$ cat config.mk
export PLATFORM = sky130hd
export DESIGN_NAME = camo_key_ctrl
export DESIGN_NICKNAME = d
export VERILOG_FILES = /design/src/rtl/camo_pkg.sv /design/src/rtl/camo_cell.sv /design/src/rtl/camo_key_ctrl.sv
export SDC_FILE = /design/constraint.sdc
export NUM_CORES = 1
export LEC_CHECK = 0
export ABC_AREA = 1
export ABC_CLOCK_PERIOD_IN_PS = 2400
export BUFFER_PORTS_ARGS = -buffer_cell sky130_fd_sc_hd__buf_2
export CORE_MARGIN = 5
export CORE_UTILIZATION = 50
export DETAILED_ROUTE_END_ITERATION = 8
export PLACE_DENSITY_LB_ADDON = 0.08
export SLEW_MARGIN = 20
export SYNTH_ARGS = -nofsm -noshare
export SYNTH_HDL_FRONTEND = slang
export SYNTH_HIERARCHICAL = 1
export SYNTH_SLANG_ARGS = --single-unit
export TNS_END_PERCENT = 50
$ cat constraint.sdc
create_clock -name clk -period 2.4 [get_ports clk]
set_input_delay 0.36 -clock clk [delete_from_list [all_inputs] [get_ports clk]]
set_output_delay 0.36 -clock clk [all_outputs]
set_load 0.05 [all_outputs]
$ cat src/rtl/camo_pkg.sv
// Shared cell-function encodings, controller states and a sizing helper
// for the camouflaged key-load controller.
package camo_pkg;

  // Select is {s1, s0}; s0 set always means XOR regardless of s1.
  localparam logic [1:0] CAMO_NAND = 2'b00;
  localparam logic [1:0] CAMO_NOR  = 2'b10;
  localparam logic [1:0] CAMO_XOR  = 2'b?1;

  typedef enum logic [1:0] {
    IDLE,
    LOAD,
    WAIT_COMMIT,
    LOCKED
  } camo_state_e;

  function automatic int ceil_div(input int n, input int d);
    return (n + d - 1) / d;
  endfunction

endpackage

$ cat src/rtl/camo_cell.sv
// Configurable 2-input camouflaged cell: NAND, NOR or XOR chosen by a 2-bit select.
module camo_cell
  import camo_pkg::*;
(
  input  logic       a,
  input  logic       b,
  input  logic [1:0] sel,
  output logic       y
);

  always_comb begin
    case (sel) inside
      CAMO_XOR: y = a ^ b;
      CAMO_NOR: y = ~(a | b);
      default:  y = ~(a & b);
    endcase
  end

endmodule

$ cat src/rtl/camo_key_ctrl.sv
// Serial key loader with commit-then-lock and NCELL registered camouflaged cells.
// Optional trailing parity beat enabled by defining CAMO_KEY_PARITY_EN.
module camo_key_ctrl
  import camo_pkg::*;
#(
  parameter int NCELL = 6,
  parameter int DW    = 4
) (
  input  logic             clk,
  input  logic             rst_n,
  input  logic             key_valid,
  output logic             key_ready,
  input  logic [DW-1:0]    key_data,
  input  logic             key_last,
  input  logic             commit,
  output logic             locked,
  output logic             key_err,
  input  logic [NCELL-1:0] cell_a,
  input  logic [NCELL-1:0] cell_b,
  output logic [NCELL-1:0] cell_y
);

  localparam int KW     = 2 * NCELL;
  localparam int NBEATS = ceil_div(KW, DW);
`ifdef CAMO_KEY_PARITY_EN
  localparam int LASTIDX = NBEATS;
`else
  localparam int LASTIDX = NBEATS - 1;
`endif
  localparam int CW = $clog2(LASTIDX + 1) + 1;

  camo_state_e      state_q, state_d;
  logic [CW-1:0]    cnt_q, cnt_d;
  logic [KW-1:0]    shadow_q, shadow_d;
  logic [KW-1:0]    active_q, active_d;
  logic             locked_q, locked_d;
  logic             key_err_q, key_err_d;
  logic [NCELL-1:0] cell_y_q, cell_y_d;
  logic [NCELL-1:0] cell_f;
  logic             beat;
  logic             is_final;
  logic             bad;

  assign key_ready = (state_q == IDLE) || (state_q == LOAD);
  assign beat      = key_valid && key_ready;
  assign is_final  = (int'(cnt_q) == LASTIDX);

  for (genvar i = 0; i < NCELL; i++) begin : g_cell
    camo_cell u_cell (
      .a   (cell_a[i]),
      .b   (cell_b[i]),
      .sel ({active_q[2*i+1], active_q[2*i]}),
      .y   (cell_f[i])
    );
  end

  always_comb begin
    state_d   = state_q;
    cnt_d     = cnt_q;
    shadow_d  = shadow_q;
    active_d  = active_q;
    locked_d  = locked_q;
    key_err_d = 1'b0;
    cell_y_d  = cell_f;
    bad       = 1'b0;
    case (state_q)
      IDLE, LOAD: begin
        if (beat) begin
          // Only key bits fall in a beat's window; the parity beat and any
          // excess bits of the final beat map onto no shadow bit.
          for (int k = 0; k < KW; k++) begin
            if (k / DW == int'(cnt_q)) shadow_d[k] = key_data[k % DW];
          end
          bad = (key_last != is_final);
`ifdef CAMO_KEY_PARITY_EN
          if (is_final && (key_data[0] != ^shadow_q)) bad = 1'b1;
`endif
          if (bad) begin
            shadow_d  = '0;
            cnt_d     = '0;
            state_d   = IDLE;
            key_err_d = 1'b1;
          end else if (is_final) begin
            cnt_d   = '0;
            state_d = WAIT_COMMIT;
          end else begin
            cnt_d   = cnt_q + 1'b1;
            state_d = LOAD;
          end
        end
      end
      WAIT_COMMIT: begin
        if (commit) begin
          active_d = shadow_q;
          locked_d = 1'b1;
          state_d  = LOCKED;
        end
      end
      default: ;
    endcase
  end

  always_ff @(posedge clk or negedge rst_n) begin
    if (!rst_n) begin
      state_q   <= IDLE;
      cnt_q     <= '0;
      shadow_q  <= '0;
      active_q  <= '0;
      locked_q  <= 1'b0;
      key_err_q <= 1'b0;
      cell_y_q  <= '0;
    end else begin
      state_q   <= state_d;
      cnt_q     <= cnt_d;
      shadow_q  <= shadow_d;
      active_q  <= active_d;
      locked_q  <= locked_d;
      key_err_q <= key_err_d;
      cell_y_q  <= cell_y_d;
    end
  end

  assign locked  = locked_q;
  assign key_err = key_err_q;
  assign cell_y  = cell_y_q;

endmodule

# Word level (Yosys, flattened, before mapping)
# Index checks and enable logic that the tools add are counted.
classes:
  n_addsub: 1
  eq_ne: 14
  mux: 35
  n_bitwise: 30
  n_reduce_logical: 15
ops:
  columns: ["op", "count"]
  rows:
  - ["$mux W1", 27]
  - ["$eq A2 B2 Y1 const B", 7]
  - ["$mux W12", 1]
  - ["$not A1 Y1", 12]
  - ["$reduce_and A3 Y1", 4]
  - ["$mux W2", 4]
  - ["$reduce_bool A2 Y1", 4]
  - ["$and A1 B1 Y1", 6]
  - ["$mux W3", 2]
  - ["$or A1 B1 Y1", 6]
  - ["$xor A1 B1 Y1", 6]
  - ["$ne A2 B2 Y1 const B", 2]
  - ["$pmux W2 S2", 1]
  - ["$reduce_and A2 Y1", 2]
  - ["$add A3 B1 Y3 const B", 1]
  - ["$eq A2 B3 Y1 const A", 1]
  - ["$eq A3 B3 Y1 const A", 1]
  - ["$eq A3 B3 Y1 const B", 1]
  - ["$logic_not A3 Y1", 1]
  - ["$eq A2 B1 Y1 const B", 1]
  - ["$logic_not A2 Y1", 1]
  - ["$reduce_or A2 Y1", 1]
  - ["$logic_and A1 B1 Y1", 1]
  - ["$logic_or A1 B1 Y1", 1]
  - ["$ne A1 B1 Y1", 1]
word_totals:
  regBits: 37
  input_bits: 21
  output_inout_bits: 9
  word_cells: 104

# Logic depth before layout (Yosys ltp)
depth:
  ltp_word: 5
  ltp_mapped: 7
  ltp_nobuf: 7

# Modules after synthesis
# The synthesis kept the hierarchy.
by_module_without_submodules:
  columns: ["mod", "n_inst", "cells_each", "area_each_um2", "seq_area_each_um2"]
  rows:
  - ["camo_key_ctrl", 1, 168, 1535.2, 925.9]
  - ["camo_cell", 6, 12, 63.8, 0.0]

# Worst setup path after synthesis
# Ideal clock, no wire load.
synth_timing:
  path_type: "reg-to-reg"
  startpoint: "reg cnt_q[0]"
  endpoint: "reg shadow_q[0]"
  setup_time_ps: 118
  arrival_time_ps: 1340
  required_time_ps: 2282
  path_slack_ps: 943
  stages_incl_launch_ff: 8
  n_path_buf: 1
  period_less_slack_ps: 1457
  path_cell_list: "dfrtp_1 inv_1 nand3_1 ha_1 buf_2 nand2_2 nand3_1 nand2_1"
synth_between:
  elab_chain_cells: 4
  word_cells_on_any_way: 6
  cone_classes: "eq/ne: 2; mux: 1; reduce/logical: 3"
synth_rtl:
  columns: ["item", "line", "rtl"]
  rows:
  - ["start: declaration", "camo_key_ctrl.sv:33", "logic [CW-1:0] cnt_q, cnt_d;"]
  - ["start signal: assignment", "camo_key_ctrl.sv:114", "cnt_q <= cnt_d;"]
  - ["$eq A3 B3 Y1", "camo_key_ctrl.sv:46", "assign is_final = (int'(cnt_q) == LASTIDX);"]
  - ["$ne A1 B1 Y1", "camo_key_ctrl.sv:74", "bad = (key_last != is_final);"]
  - ["$reduce_bool A2 Y1 (no line)", null, null]
  - ["$reduce_and A3 Y1 (no line)", null, null]
  - ["end signal: assignment", "camo_key_ctrl.sv:115", "shadow_q <= shadow_d;"]
  - ["end: declaration", "camo_key_ctrl.sv:34", "logic [KW-1:0] shadow_q, shadow_d;"]
# Several ways; a longest one is shown, not always the timed one.
# A chain may end at the register's enable or synchronous reset.

# Worst setup path in the final report
layout_timing:
  startpoint: "reg cnt_q[0]"
  endpoint: "reg shadow_q[10]"
layout_between:
  elab_chain_cells: 4
  word_cells_on_any_way: 6
  cone_classes: "eq/ne: 3; mux: 1; reduce/logical: 2"
layout_rtl:
  columns: ["item", "line"]
  rows:
  - ["$eq A3 B3 Y1", "camo_key_ctrl.sv:46, camo_key_ctrl.sv:72"]
  - ["$ne A1 B1 Y1", "camo_key_ctrl.sv:74"]
  - ["$reduce_bool A2 Y1 (no line)", null]
  - ["$reduce_and A3 Y1 (no line)", null]
# Several ways; a longest one is shown, not always the timed one.

==> metrics.md <==
| Metric | Value |
|---|---|
| Hold WC Path Type | `input port to asynchronous set/reset pin` |
| Largest cells by area after synthesis | `dfrtp_1 48%, nand2_1 16%, inv_1 9.2%` |
| P_leak | `approximately 1.3 nW` |
| DP HPWL | `2.51 mm` |
| PostCTS Resize Cnt | `0` |
| Synth Instances | `240` |
| Pwr Total | `2.43 mW` |
| Area growth, synth to finish | `15.1%` |
| Int Power | `between 1 and 1.5 mW` |
| Pwr/cell area | `roughly 1100 nW/µm²` |
| CP startpoint kind | `flop` |
| Placed instance area | `around 2100 µm²` |
| Leading area contributor after synthesis | `dfrtp_1` |
| I/O Buffers | `29` |
| Num rows | `22` |
| Area taken by multi-input logic gates | `slightly below 800 µm²` |
| Final Slew Violations | `0` |
| R2r worst-path depth | `6` |
| Final setup fails | `0` |
| Cell variety after synth | `16` |
| Sw Ratio | `roughly two fifths` |
| Critical path launch point | `cnt_q[0]` |
| GRT Resource Usage Total | `14.3%` |
| Core ar. | `around 3700 µm²` |
| Reg-to-reg critical path startpoint | `cnt_q[0]` |
| H-Tree Depth | `2` |
| Hold buffer count at cts | `0` |
| Syn_nets | `275` |
| Clock Latency Late Sink | `approximately 0.28 ns` |
| Final instance area | `about 2200 µm²` |
| Clk pwr share | `22.2%` |
| DRT iter0 DRCs | `between 40 and 50` |
| Overflow after GRT | `0` |
| CP endpoint kind | `flop` |
| Cell Area, Synth | `1920 µm²` |
| Sequential cell area | `a little over 900 µm²` |
| Max Cap Viol | `0` |
| Vias in the first global route | `1,434` |
| Routed vias/inst | `around 4.6` |
| Die ar. | `between 5000 and 6000 µm²` |
| Final WS setup | `0.726 ns` |
| Register bit total from synthesis | `37` |
| Routed Wire Length | `3.25 mm` |
| Fin crit period | `1.67 ns` |
| Ys async rst share | `100%` |
| Sequential fraction of the synthesis area | `slightly below 50%` |
| Layout cell share with drive strength beyond 1 | `around 16%` |
| Normalized max-slew margin | `~47%` |
| Post-CTS Setup Inserts | `0` |
| RSZ-0062 raised after global routing | `false` |
| Worst-margin pin slew | `around 0.8 ns` |
| Die X | `approximately 72 µm` |
| Most numerous cell in the Yosys netlist | `nand2_1` |
| VDD IR max | `~0.63 mV` |
| WL per Instance | `between 10 and 15 µm` |
| Crit Path Category | `flop to flop` |
| Post-route antenna net violation count | `0` |
| YS warnings | `6` |
| Clock Sinks | `37` |
| Share of the clock period used by the worst path | `~70%` |
| Clock transition at path regs | `roughly 0.07 ns` |
| Antenna diodes | `0` |
| I/O pins | `30` |
| Chip height | `71.9 µm` |
| Post-synth EDFFs | `0` |
| Max Freq | `~600 MHz` |
| Final hold vios | `0` |
| CTS max path bufs | `2` |
| Required time worst endpoint | `about 2.6 ns` |
| Pin count of the biggest net entering global routing | `38` |
| Status | `completed` |
| Worst slack at placement | `approximately 0.74 ns` |
| Initial antenna violation count | `0` |
| Final GP Congestion | `~0.9` |
| Initial Utilization | `between 50 and 60%` |
| Top_reg_cell synth | `dfrtp_1` |
| First-pass GRT wire length | `just under 6 mm` |
| Synth top area share | `approximately half` |
| Syn_area_per_cell | `around 8 µm²` |
| Psw | `slightly below 1 mW` |
| Worst Clk Skew | `between 0.004 and 0.005 ns` |
| CP Max Fanout | `7` |
| Sequential power share | `around two fifths` |
| Critical path arrival | `between 1.5 and 2 ns` |
| CTS tree | `done` |
| TritonRoute pass-1 iters | `4` |
| Root Driver | `clkbuf_8` |
| CTS Buf Count | `5` |
| Post-route setup TNS | `0 ns` |
| DR vias | `1,487` |
| Comb power frac | `between 30% and 40%` |
| Layout net count | `between 300 and 400` |
| Post-synth top cells | `82 x nand2_1, 47 x inv_1, 37 x dfrtp_1` |
| DRC | `0` |
| Fill cells | `370` |
cell type report:
type                       count  share of cell area, %
clock buffer                   7                   3.91
clock inverter                 1                   1.36
inverter                      48                   8.16
multi-input combinational    151                   35.3
sequential                    37                   42.0
tap                           48                   2.72
timing repair buffer          29                   6.58
logic make-up after synthesis:
| kind of cell | synth area share [%] |
|---|---|
| and+or+nand+nor | 29.2 |
| buffers and inverters | 11.1 |
| DFF | 48.3 |
| adders and majority gates | 9.13 |
| AOI/OAI and AO/OA | 2.35 |
through the flow:
stage | hold WS (ns) | cells | util [%]
after CTS | 0.192 | 321 | 59.8
after detailed placement | 0.459 | 313 | 56.7
after floorplan | 0.0644 | 240 | -
after global routing | 0.232 | 321 | 59.8
after global placement | 0.440 | 313 | 56.7
final | 0.166 | 321 | 59.8
worst max-delay path, stage by stage (launching register included):
cell and delay, ns:
dfrtp_1 0.43, inv_1 0.16, nand3_1 0.17, ha_1 0.40, nor2_1 0.25, nand2_1 0.08
o21ai_0 0.08
state kept, by name, summed over array words and instances, names as in the netlist:
signal and flops:
state_q 2, key_err 1, cnt_q 3, cell_y 6
locked 1, active_q 12, shadow_q 12
worst paths after layout:
| check | slack [ns] | end |
|---|---|---|
| min in group clk | 0.42 | shadow_q[0] |
| setup reg to reg | 0.73 | shadow_q[10] |
| setup / recovery | 0.73 | shadow_q[10] |
| hold reg to reg | 0.47 | locked |
| max in group asynchronous | 1.73 | active_q[1] |
| hold / removal | 0.17 | active_q[8] |
layout by cell type, fill, tap and decap left out, drive strengths merged:
cell | Yosys | layout
nand2 | 85 | 85
inv | 48 | 48
dfrtp | 37 | 37
nand3 | 29 | 29
buf | 4 | 29
ha | 14 | 14
nor2 | 11 | 11
o21ai | 9 | 9
clkbuf | 0 | 7
or2 | 2 | 2
nand4 | 1 | 1
bufinv | 0 | 1
per-layer routing:
layer	routed length (µm)	part of all wire [%]	global-route usage, %	vias to the layer above
met5	0	0	0	-
met4	27	0.83	5.64	0
met3	160	4.9	3.46	2
met2	1550	48	24.9	26
met1	1510	46	17.0	676
li1	-	-	-	783
power groups by stage:
stage               clock (mW)  sequential (mW)  combinational, mW
floorplan                    0             1.16              0.556
detailed placement           0             1.00              0.913
global placement             0            0.993              0.904
global route             0.583             1.02               1.03
finish                   0.538            0.988              0.902
CTS                      0.554            0.990              0.920
No activity file was read; power rests on OpenSTA's default activity.
